### src/rtl/cdl_reg_ctrl_if.sv
// cdl_reg_ctrl_if
//
// Host request/response bundle for the CDL register access controller.
//
// Signals:
//   req_valid  host request present
//   req_ready  controller can accept a request
//   req_write  1 = write, 0 = read
//   req_addr   register index (AW bits)
//   req_wdata  write data (DW bits)
//   rsp_valid  response present
//   rsp_ready  host accepts response
//   rsp_rdata  read data (0 for writes and errors)
//   rsp_err    request rejected
//
// Modports:
//   master  host side, drives requests and rsp_ready
//   slave   controller side, drives req_ready and the response
interface cdl_reg_ctrl_if #(
    parameter int unsigned DW = 8,
    parameter int unsigned AW = 3
);
    logic          req_valid;
    logic          req_ready;
    logic          req_write;
    logic [AW-1:0] req_addr;
    logic [DW-1:0] req_wdata;
    logic          rsp_valid;
    logic          rsp_ready;
    logic [DW-1:0] rsp_rdata;
    logic          rsp_err;

    modport master (
        output req_valid,
        output req_write,
        output req_addr,
        output req_wdata,
        output rsp_ready,
        input  req_ready,
        input  rsp_valid,
        input  rsp_rdata,
        input  rsp_err
    );

    modport slave (
        input  req_valid,
        input  req_write,
        input  req_addr,
        input  req_wdata,
        input  rsp_ready,
        output req_ready,
        output rsp_valid,
        output rsp_rdata,
        output rsp_err
    );
endinterface

### src/rtl/cdl_reg_ctrl.sv
// cdl_reg_ctrl
//
// Host-side access controller for the CDL register bank. Accepts one read or
// write at a time over a valid/ready handshake, executes it in a single EXEC
// cycle and holds the response until the host takes it. Each register has a
// single driver: host writes and per-register hw_set pulses are merged here,
// with hw_set owning bit 0 when both hit the same register in one cycle.
//
// Ports:
//   clk      clock, all state updates on posedge
//   reset_l  synchronous active-low reset
//   bus      request/response bundle (slave side)
//   lock     write protect, sampled in EXEC; reads are unaffected
//   hw_set   per-register pulse forcing bit 0 of that register to 1
//   reg_q    flattened register contents, register i at [i*DW +: DW]
module cdl_reg_ctrl #(
    parameter int unsigned NREGS = 5,
    parameter int unsigned DW    = 8,
    parameter int unsigned AW    = 3
) (
    input  logic                clk,
    input  logic                reset_l,
    cdl_reg_ctrl_if.slave       bus,
    input  logic                lock,
    input  logic [NREGS-1:0]    hw_set,
    output logic [NREGS*DW-1:0] reg_q
);

    typedef enum logic [1:0] {
        StIdle,
        StExec,
        StResp
    } state_e;

    state_e        state_q, state_d;

    // Captured request
    logic          wr_q, wr_d;
    logic [AW-1:0] addr_q, addr_d;
    logic [DW-1:0] wdata_q, wdata_d;

    // Registered response, stable for the whole RESP phase
    logic [DW-1:0] rdata_q, rdata_d;
    logic          err_q, err_d;

    logic [DW-1:0] regs_q [NREGS];
    logic [DW-1:0] regs_d [NREGS];

    logic          in_range;
    logic          wr_ok;
    logic [DW-1:0] rd_mux;

    // Address decode and read mux over the captured address. The mux is a
    // loop so out-of-range addresses read as 0 instead of indexing past the
    // bank when NREGS is not a power of two.
    always_comb begin
        in_range = (32'(addr_q) < NREGS);
        rd_mux   = '0;
        for (int unsigned i = 0; i < NREGS; i++) begin
            if (addr_q == AW'(i)) begin
                rd_mux = regs_q[i];
            end
        end
    end

    // Next-state and request/response bookkeeping
    always_comb begin
        state_d = state_q;
        wr_d    = wr_q;
        addr_d  = addr_q;
        wdata_d = wdata_q;
        rdata_d = rdata_q;
        err_d   = err_q;
        wr_ok   = 1'b0;

        unique case (state_q)
            StIdle: begin
                if (bus.req_valid) begin
                    wr_d    = bus.req_write;
                    addr_d  = bus.req_addr;
                    wdata_d = bus.req_wdata;
                    state_d = StExec;
                end
            end
            StExec: begin
                if (!in_range || (wr_q && lock)) begin
                    err_d   = 1'b1;
                    rdata_d = '0;
                end else if (wr_q) begin
                    wr_ok   = 1'b1;
                    err_d   = 1'b0;
                    rdata_d = '0;
                end else begin
                    // Reads see the value at the start of EXEC, before any
                    // hw_set landing on this same edge.
                    err_d   = 1'b0;
                    rdata_d = rd_mux;
                end
                state_d = StResp;
            end
            StResp: begin
                if (bus.rsp_ready) begin
                    state_d = StIdle;
                end
            end
            default: begin
                state_d = StIdle;
            end
        endcase
    end

    // Register bank merge: host write first, then hw_set overrides bit 0 only
    always_comb begin
        for (int unsigned i = 0; i < NREGS; i++) begin
            regs_d[i] = regs_q[i];
            if (wr_ok && (addr_q == AW'(i))) begin
                regs_d[i] = wdata_q;
            end
            if (hw_set[i]) begin
                regs_d[i][0] = 1'b1;
            end
        end
    end

    // Reset also discards an in-flight request: no write, no response.
    always_ff @(posedge clk) begin
        if (!reset_l) begin
            state_q <= StIdle;
            wr_q    <= 1'b0;
            addr_q  <= '0;
            wdata_q <= '0;
            rdata_q <= '0;
            err_q   <= 1'b0;
            for (int unsigned i = 0; i < NREGS; i++) begin
                regs_q[i] <= '0;
            end
        end else begin
            state_q <= state_d;
            wr_q    <= wr_d;
            addr_q  <= addr_d;
            wdata_q <= wdata_d;
            rdata_q <= rdata_d;
            err_q   <= err_d;
            for (int unsigned i = 0; i < NREGS; i++) begin
                regs_q[i] <= regs_d[i];
            end
        end
    end

    // Outputs decoded from state or taken straight from flops. req_ready is
    // additionally gated by reset_l so it reads 0 for the whole reset window.
    assign bus.req_ready = reset_l && (state_q == StIdle);
    assign bus.rsp_valid = (state_q == StResp);
    assign bus.rsp_rdata = rdata_q;
    assign bus.rsp_err   = err_q;

    always_comb begin
        reg_q = '0;
        for (int unsigned i = 0; i < NREGS; i++) begin
            reg_q[i*DW +: DW] = regs_q[i];
        end
    end

endmodule

### src/flat_wrapper.sv
// flat-port wrapper written by rule: the top's interface ports become plain ports
module cdl_reg_ctrl_flat 
#(
    parameter int unsigned NREGS = 5,
    parameter int unsigned DW    = 8,
    parameter int unsigned AW    = 3
)
  (clk, reset_l, lock, hw_set, reg_q, bus_req_valid, bus_req_write, bus_req_addr, bus_req_wdata, bus_rsp_ready, bus_req_ready, bus_rsp_valid, bus_rsp_rdata, bus_rsp_err);
  cdl_reg_ctrl_if #(.DW(DW), .AW(AW)) bus_i ();
  input  logic clk;
  input  logic reset_l;
  input  logic lock;
  input  logic [NREGS-1:0] hw_set;
  output logic [NREGS*DW-1:0] reg_q;
  input wire logic [$bits(bus_i.req_valid)-1:0] bus_req_valid;
  input wire logic [$bits(bus_i.req_write)-1:0] bus_req_write;
  input wire logic [$bits(bus_i.req_addr)-1:0] bus_req_addr;
  input wire logic [$bits(bus_i.req_wdata)-1:0] bus_req_wdata;
  input wire logic [$bits(bus_i.rsp_ready)-1:0] bus_rsp_ready;
  output wire logic [$bits(bus_i.req_ready)-1:0] bus_req_ready;
  output wire logic [$bits(bus_i.rsp_valid)-1:0] bus_rsp_valid;
  output wire logic [$bits(bus_i.rsp_rdata)-1:0] bus_rsp_rdata;
  output wire logic [$bits(bus_i.rsp_err)-1:0] bus_rsp_err;
  assign bus_i.req_valid = bus_req_valid;
  assign bus_i.req_write = bus_req_write;
  assign bus_i.req_addr = bus_req_addr;
  assign bus_i.req_wdata = bus_req_wdata;
  assign bus_i.rsp_ready = bus_rsp_ready;
  assign bus_req_ready = bus_i.req_ready;
  assign bus_rsp_valid = bus_i.rsp_valid;
  assign bus_rsp_rdata = bus_i.rsp_rdata;
  assign bus_rsp_err = bus_i.rsp_err;
  cdl_reg_ctrl #(.NREGS(NREGS), .DW(DW), .AW(AW)) u_core (.clk(clk), .reset_l(reset_l), .bus(bus_i), .lock(lock), .hw_set(hw_set), .reg_q(reg_q));
endmodule
### config.mk
export PLATFORM = sky130hd
export DESIGN_NAME = cdl_reg_ctrl_flat
export DESIGN_NICKNAME = d
export VERILOG_FILES = /design/src/rtl/cdl_reg_ctrl_if.sv /design/src/rtl/cdl_reg_ctrl.sv /design/src/flat_wrapper.sv
export SDC_FILE = /design/constraint.sdc
export NUM_CORES = 1
export LEC_CHECK = 0
export CORE_ASPECT_RATIO = 1.4
export CORE_UTILIZATION = 31
export DETAILED_ROUTE_END_ITERATION = 10
export PLACE_DENSITY = 0.6
export SLEW_MARGIN = 20
export SYNTH_ARGS = -nofsm -noshare
export SYNTH_HDL_FRONTEND = slang
export SYNTH_SLANG_ARGS = --single-unit
### constraint.sdc
create_clock -name clk -period 2.3 [get_ports clk]
set_clock_uncertainty 0.15 [all_clocks]
set_input_delay 0.345 -clock clk [delete_from_list [all_inputs] [get_ports clk]]
set_output_delay 0.345 -clock clk [all_outputs]
set_load 0.005 [all_outputs]
# --- Word-level counts from Yosys, hierarchy flattened ---
# Memory sizes are Yosys's and may differ from the RTL's.
# Index checks and enable logic that the tools add are counted.
totals:
  register_bits: 23
  latchBits: 0
  ramBits: 40
  mem_bits_ro: 0
  input_bits: 22
  out_inout_bits: 51
  mem_count: 1
memory_table:
  columns: ["memory", "depth", "width", "read_ports", "rd_clocked_by_memory_dff", "wr", "line", "rtl"]
  rows:
  - ["u_core.regs_q", 5, 8, 5, 0, 5, "cdl_reg_ctrl.sv:46", "logic [DW-1:0] regs_q [NREGS];"]
classes:
  add_sub_neg: 0
  mul: 0
  div: 0
  n_lt_le_gt_ge: 1
  n_eq_ne: 8
  shifts: 0
  n_mux: 31
  bitwise_logic: 5
  n_reduce_logical: 13
op_table:
  columns: ["op", "n"]
  rows:
  - ["2-to-1 mux 8 bit", 17]
  - ["2-to-1 mux 1 bit", 11]
  - ["logical AND 1 bit", 7]
  - ["equality test 3 x 2 -> 1 bit, second input constant", 2]
  - ["case mux 2 bit (3 select lines)", 1]
  - ["bitwise OR 1 bit", 5]
  - ["2-to-1 mux 2 bit", 2]
  - ["inequality test 2 bit, second input constant", 2]
  - ["AND reduction 2 bit", 2]
  - ["equality test 3 x 1 -> 1 bit, second input constant", 1]
  - ["equality test 3 bit, second input constant", 1]
  - ["logical NOT 3 bit", 1]
  - ["less-than comparator 3 bit, second input constant", 1]
  - ["equality test 2 x 1 -> 1 bit, second input constant", 1]
  - ["equality test 2 bit, second input constant", 1]
  - ["logical NOT 2 bit", 1]
  - ["logical NOT 1 bit", 1]
  - ["logical OR 1 bit", 1]

# --- Longest topological paths before layout ---
depth:
  ltp_word: 9
  ltp_mapped: 6

# --- Least setup slack after synthesis ---
# No wires, ideal clock.
synth_path:
  path_type: "input -> register"
  from: "input lock"
  to: "memory u_core.regs_q[2][0] (netlist: u_core.regs_q[0][16])"
  arrival_ps: 1542
  required_ps: 2028
  path_slack_ps: 486
  path_stages: 4
  cell_sequence: "nand4bb_4 > or4b_1 > buf_2 > o311a_1"
synth_rtl:
  columns: ["element", "line", "rtl"]
  rows:
  - ["from (decl)", "flat_wrapper.sv:12", "input logic lock;"]
  - ["to (decl)", "cdl_reg_ctrl.sv:46", null]

# --- Worst setup path in the final report ---
layout_path:
  from: "register u_core.state_q[0]"
  to: "output bus_req_ready"
layout_via:
  elab_chain_len: 2
layout_rtl:
  columns: ["element", "line", "rtl"]
  rows:
  - ["from (decl)", "cdl_reg_ctrl.sv:35", "state_e state_q, state_d;"]
  - ["from (signal assigned)", "cdl_reg_ctrl.sv:128", "state_q <= StIdle;"]
  - ["from (signal assigned)", "cdl_reg_ctrl.sv:138", "state_q <= state_d;"]
  - ["logical NOT 2 bit", "cdl_reg_ctrl.sv:152", "assign bus.req_ready = reset_l && (state_q == StIdle);"]
  - ["logical AND 1 bit", "cdl_reg_ctrl.sv:152", null]
  - ["to (decl)", "flat_wrapper.sv:20", "output wire logic [$bits(bus_i.req_ready)-1:0] bus_req_ready;"]
# Every way passes these cells.

==> out/qor.txt <==
Status: finished clean
CTS tree: yes
Hpwl dp: 5500 um
Vias in the first global route: 2302
# rows: 40
Share of cells above drive strength 1: 0.0804
Top-area cell type share of the netlist area: 0.463
MaxCap Viol Count: 0
Die width: 81.2 um
Via count: 2293
Crit-path max cell delay: 0.49 ns
Post-Syn Nets: 313
Clock Path Buffers: 2
CP Launch Type: flip-flop
Count of state elements after synthesis: 63
# setup viols final: 0
Worst setup margin: 0.286 ns
Critical Path Fanout Max: 5
Initial Util: 0.318
Area delta synth->final: 43.4%
Cell at the slowest stage of the critical path: clkdlybuf4s50_1
Top Usage Layer GRT: met2
Setup crit end kind: output pin
Largest net degree at the start of global routing: 43
Delay-heaviest family, CP: buffers and inverters
Grt met2 use: 0.291
Met1 usage: 0.219
Final nets: 390
Post-CTS sizing: 0
Hold_buf cts: 0
Yosys Warn Count: 0
Hold WS: 0.329 ns
Syn_area_per_cell: 9.36 sq um
RSZ-0062 raised after global routing: false
Crit-path cells: nor2_1 > and2_1 > clkdlybuf4s50_1
Sink Count: 63
Worst Path Arrival: 1.52 ns
Cell taking the most area after synthesis: dfxtp_1
Slew Limit Headroom: 0.555
Initial DRC Count: 111
Non-filler cells in the finished layout: 478
Worst path bufs/invs: 1
Routed Antenna Nets: 0
Reg clk slew, reported paths: 0.05 ns
Final WL: 7650 um
Leakage: 0.00156 uW
PD cells: 729 mW/mm^2
Final Max Slew Viols: 0
Pre-CTS WS: 0.0161 ns
Req. time, crit path: 1.80 ns
WL per Instance: 16.0 um
Synth cell types: 31
Fill count: 830
Port Buf Inserts: 72
Die area: 0.00917 sq mm
# IOs: 73
GPL Wtd Cong: 0.798
Register area: 0.00126 sq mm
CTS Buf Count: 9
Synthesized area: 0.00272 sq mm
Syn Inst Count: 291
Setup CP Type: flip-flop to output pin
Final min period: 2.01 ns
First-pass GRT wire length: 12000 um
Post-DR vias/cell: 4.80
# diodes: 0
Post-route setup TNS: 0 ns
Total GRT Usage: 0.179
Least-Margin Pin Slew: 0.665 ns
Worst-skew pair later-pin latency: 0.33 ns
F_max: 497 MHz
Final hold vios: 0
Chip height: 113 um
CTS Root Cell: clkbuf_16
Core Region: 0.00856 sq mm
CTS H-tree lvls: 3
HP Class: flip-flop to flip-flop
Met3 Use GR: 0.0226
Fraction of the cycle the final worst path needs: 0.876
Top cells by area, synth: dfxtp_1 46%, mux2i_1 13%, nor2b_1 7.6%
DRT Pass-1 Iters: 4
VDD IR-drop max: 0.000390 V
Area of the multi-input gates: 0.00139 sq mm
Seq/Total Area, Yosys: 0.463
# DRC: 0
Total grt overflow: 0
Initial antenna violation count: 0
Tot Pwr: 2850 uW
Cells after DPL: 462
Post-CTS Setup Bufs: 0
-- cell families after synthesis --
logic type	count (synthesis)	share of synthesized area
buf+inv	17	0.0285
flops	63	0.463
simple gates	120	0.228
mux	37	0.138
compound gates	54	0.143
-- Yosys cell counts --
cell type	n
a21oi_1	2
and3_1	1
o211ai_1	8
o21ai_0	10
nand4_1	1
and4bb_2	1
or3_1	1
nand4bb_4	1
nand3b_1	1
mux2_4	1
or4b_1	1
and2_1	2
buf_2	5
clkbuf_1	10
or3b_2	1
buf_6	1
o311a_1	2
o21a_1	2
nor2_1	21
mux2i_1	36
nand4b_1	1
a21boi_0	21
nand3_1	10
nand2_1	43
nand2b_1	1
nor2_4	1
a31oi_1	1
a22o_1	8
buf_1	1
nor2b_1	33
dfxtp_1	63
-- stage by stage --
step	utilization	cell area, sq um
floorplan	-	2720
global placement	0.418	3580
detailed placement	0.418	3580
CTS	0.456	3910
global route	0.456	3910
finish	0.456	3910
-- layer usage --
| layer | part of all wire | up-vias |
|---|---|---|
| li1 | - | 1158 |
| met5 | 0 | - |
| met4 | 0.035 | 0 |
| met2 | 0.49 | 65 |
| met3 | 0.037 | 19 |
| met1 | 0.44 | 1051 |
-- final timing paths --
kind / slack (ns) / startpoint / endpoint / cells after the start
worst max register to register: 0.36 / u_core.addr_q[0] / u_core.regs_q[0][3] / 5
worst max-delay path: 0.29 / u_core.state_q[0] / bus_req_ready / 3
worst min register to register: 0.33 / u_core.bus.rsp_rdata[3] / u_core.bus.rsp_rdata[3] / 1
worst min-delay path: 0.33 / u_core.bus.rsp_rdata[3] / u_core.bus.rsp_rdata[3] / 1
-- final cells by class --
class	instances	share of cell area
Clock buffer	13	0.0666
Timing Repair Buffer	83	0.206
Clock inverter	3	0.0167
Tap cell	105	0.0336
Sequential cell	63	0.323
Multi-Input combinational cell	211	0.355
-- sequential cells by signal (all words and copies together), names as in the netlist --
| signal | flops |
|---|---|
| u_core.state_q | 2 |
| u_core.wdata_q | 8 |
| u_core.wr_q | 1 |
| u_core.bus.rsp_err | 1 |
| u_core.addr_q | 3 |
| u_core.bus.rsp_rdata | 8 |
| u_core.regs_q | 40 |
-- power by group --
part | internal (uW) | switching [uW] | leakage (uW)
logic | 115 | 103 | 0.000890
clock network | 1010 | 464 | 0.000160
registers | 1120 | 41.3 | 0.000511
-- layout by cell type (no fill, tap or decap), drive strengths merged, types with 2 or more instances in the layout --
master | synthesis | layout
clkdlybuf4s50 | 0 | 72
and2 | 2 | 2
nor2b | 33 | 33
nor2 | 22 | 22
a21boi | 21 | 21
bufinv | 0 | 2
o21ai | 10 | 10
o211ai | 8 | 8
buf | 7 | 11
o21a | 2 | 2
o311a | 2 | 2
a22o | 8 | 8
mux2i | 36 | 36
dfxtp | 63 | 63
nand2 | 43 | 43
clkbuf | 10 | 13
a21oi | 2 | 2
nand3 | 10 | 10
Note: power is estimated with default switching activity, not from simulation.
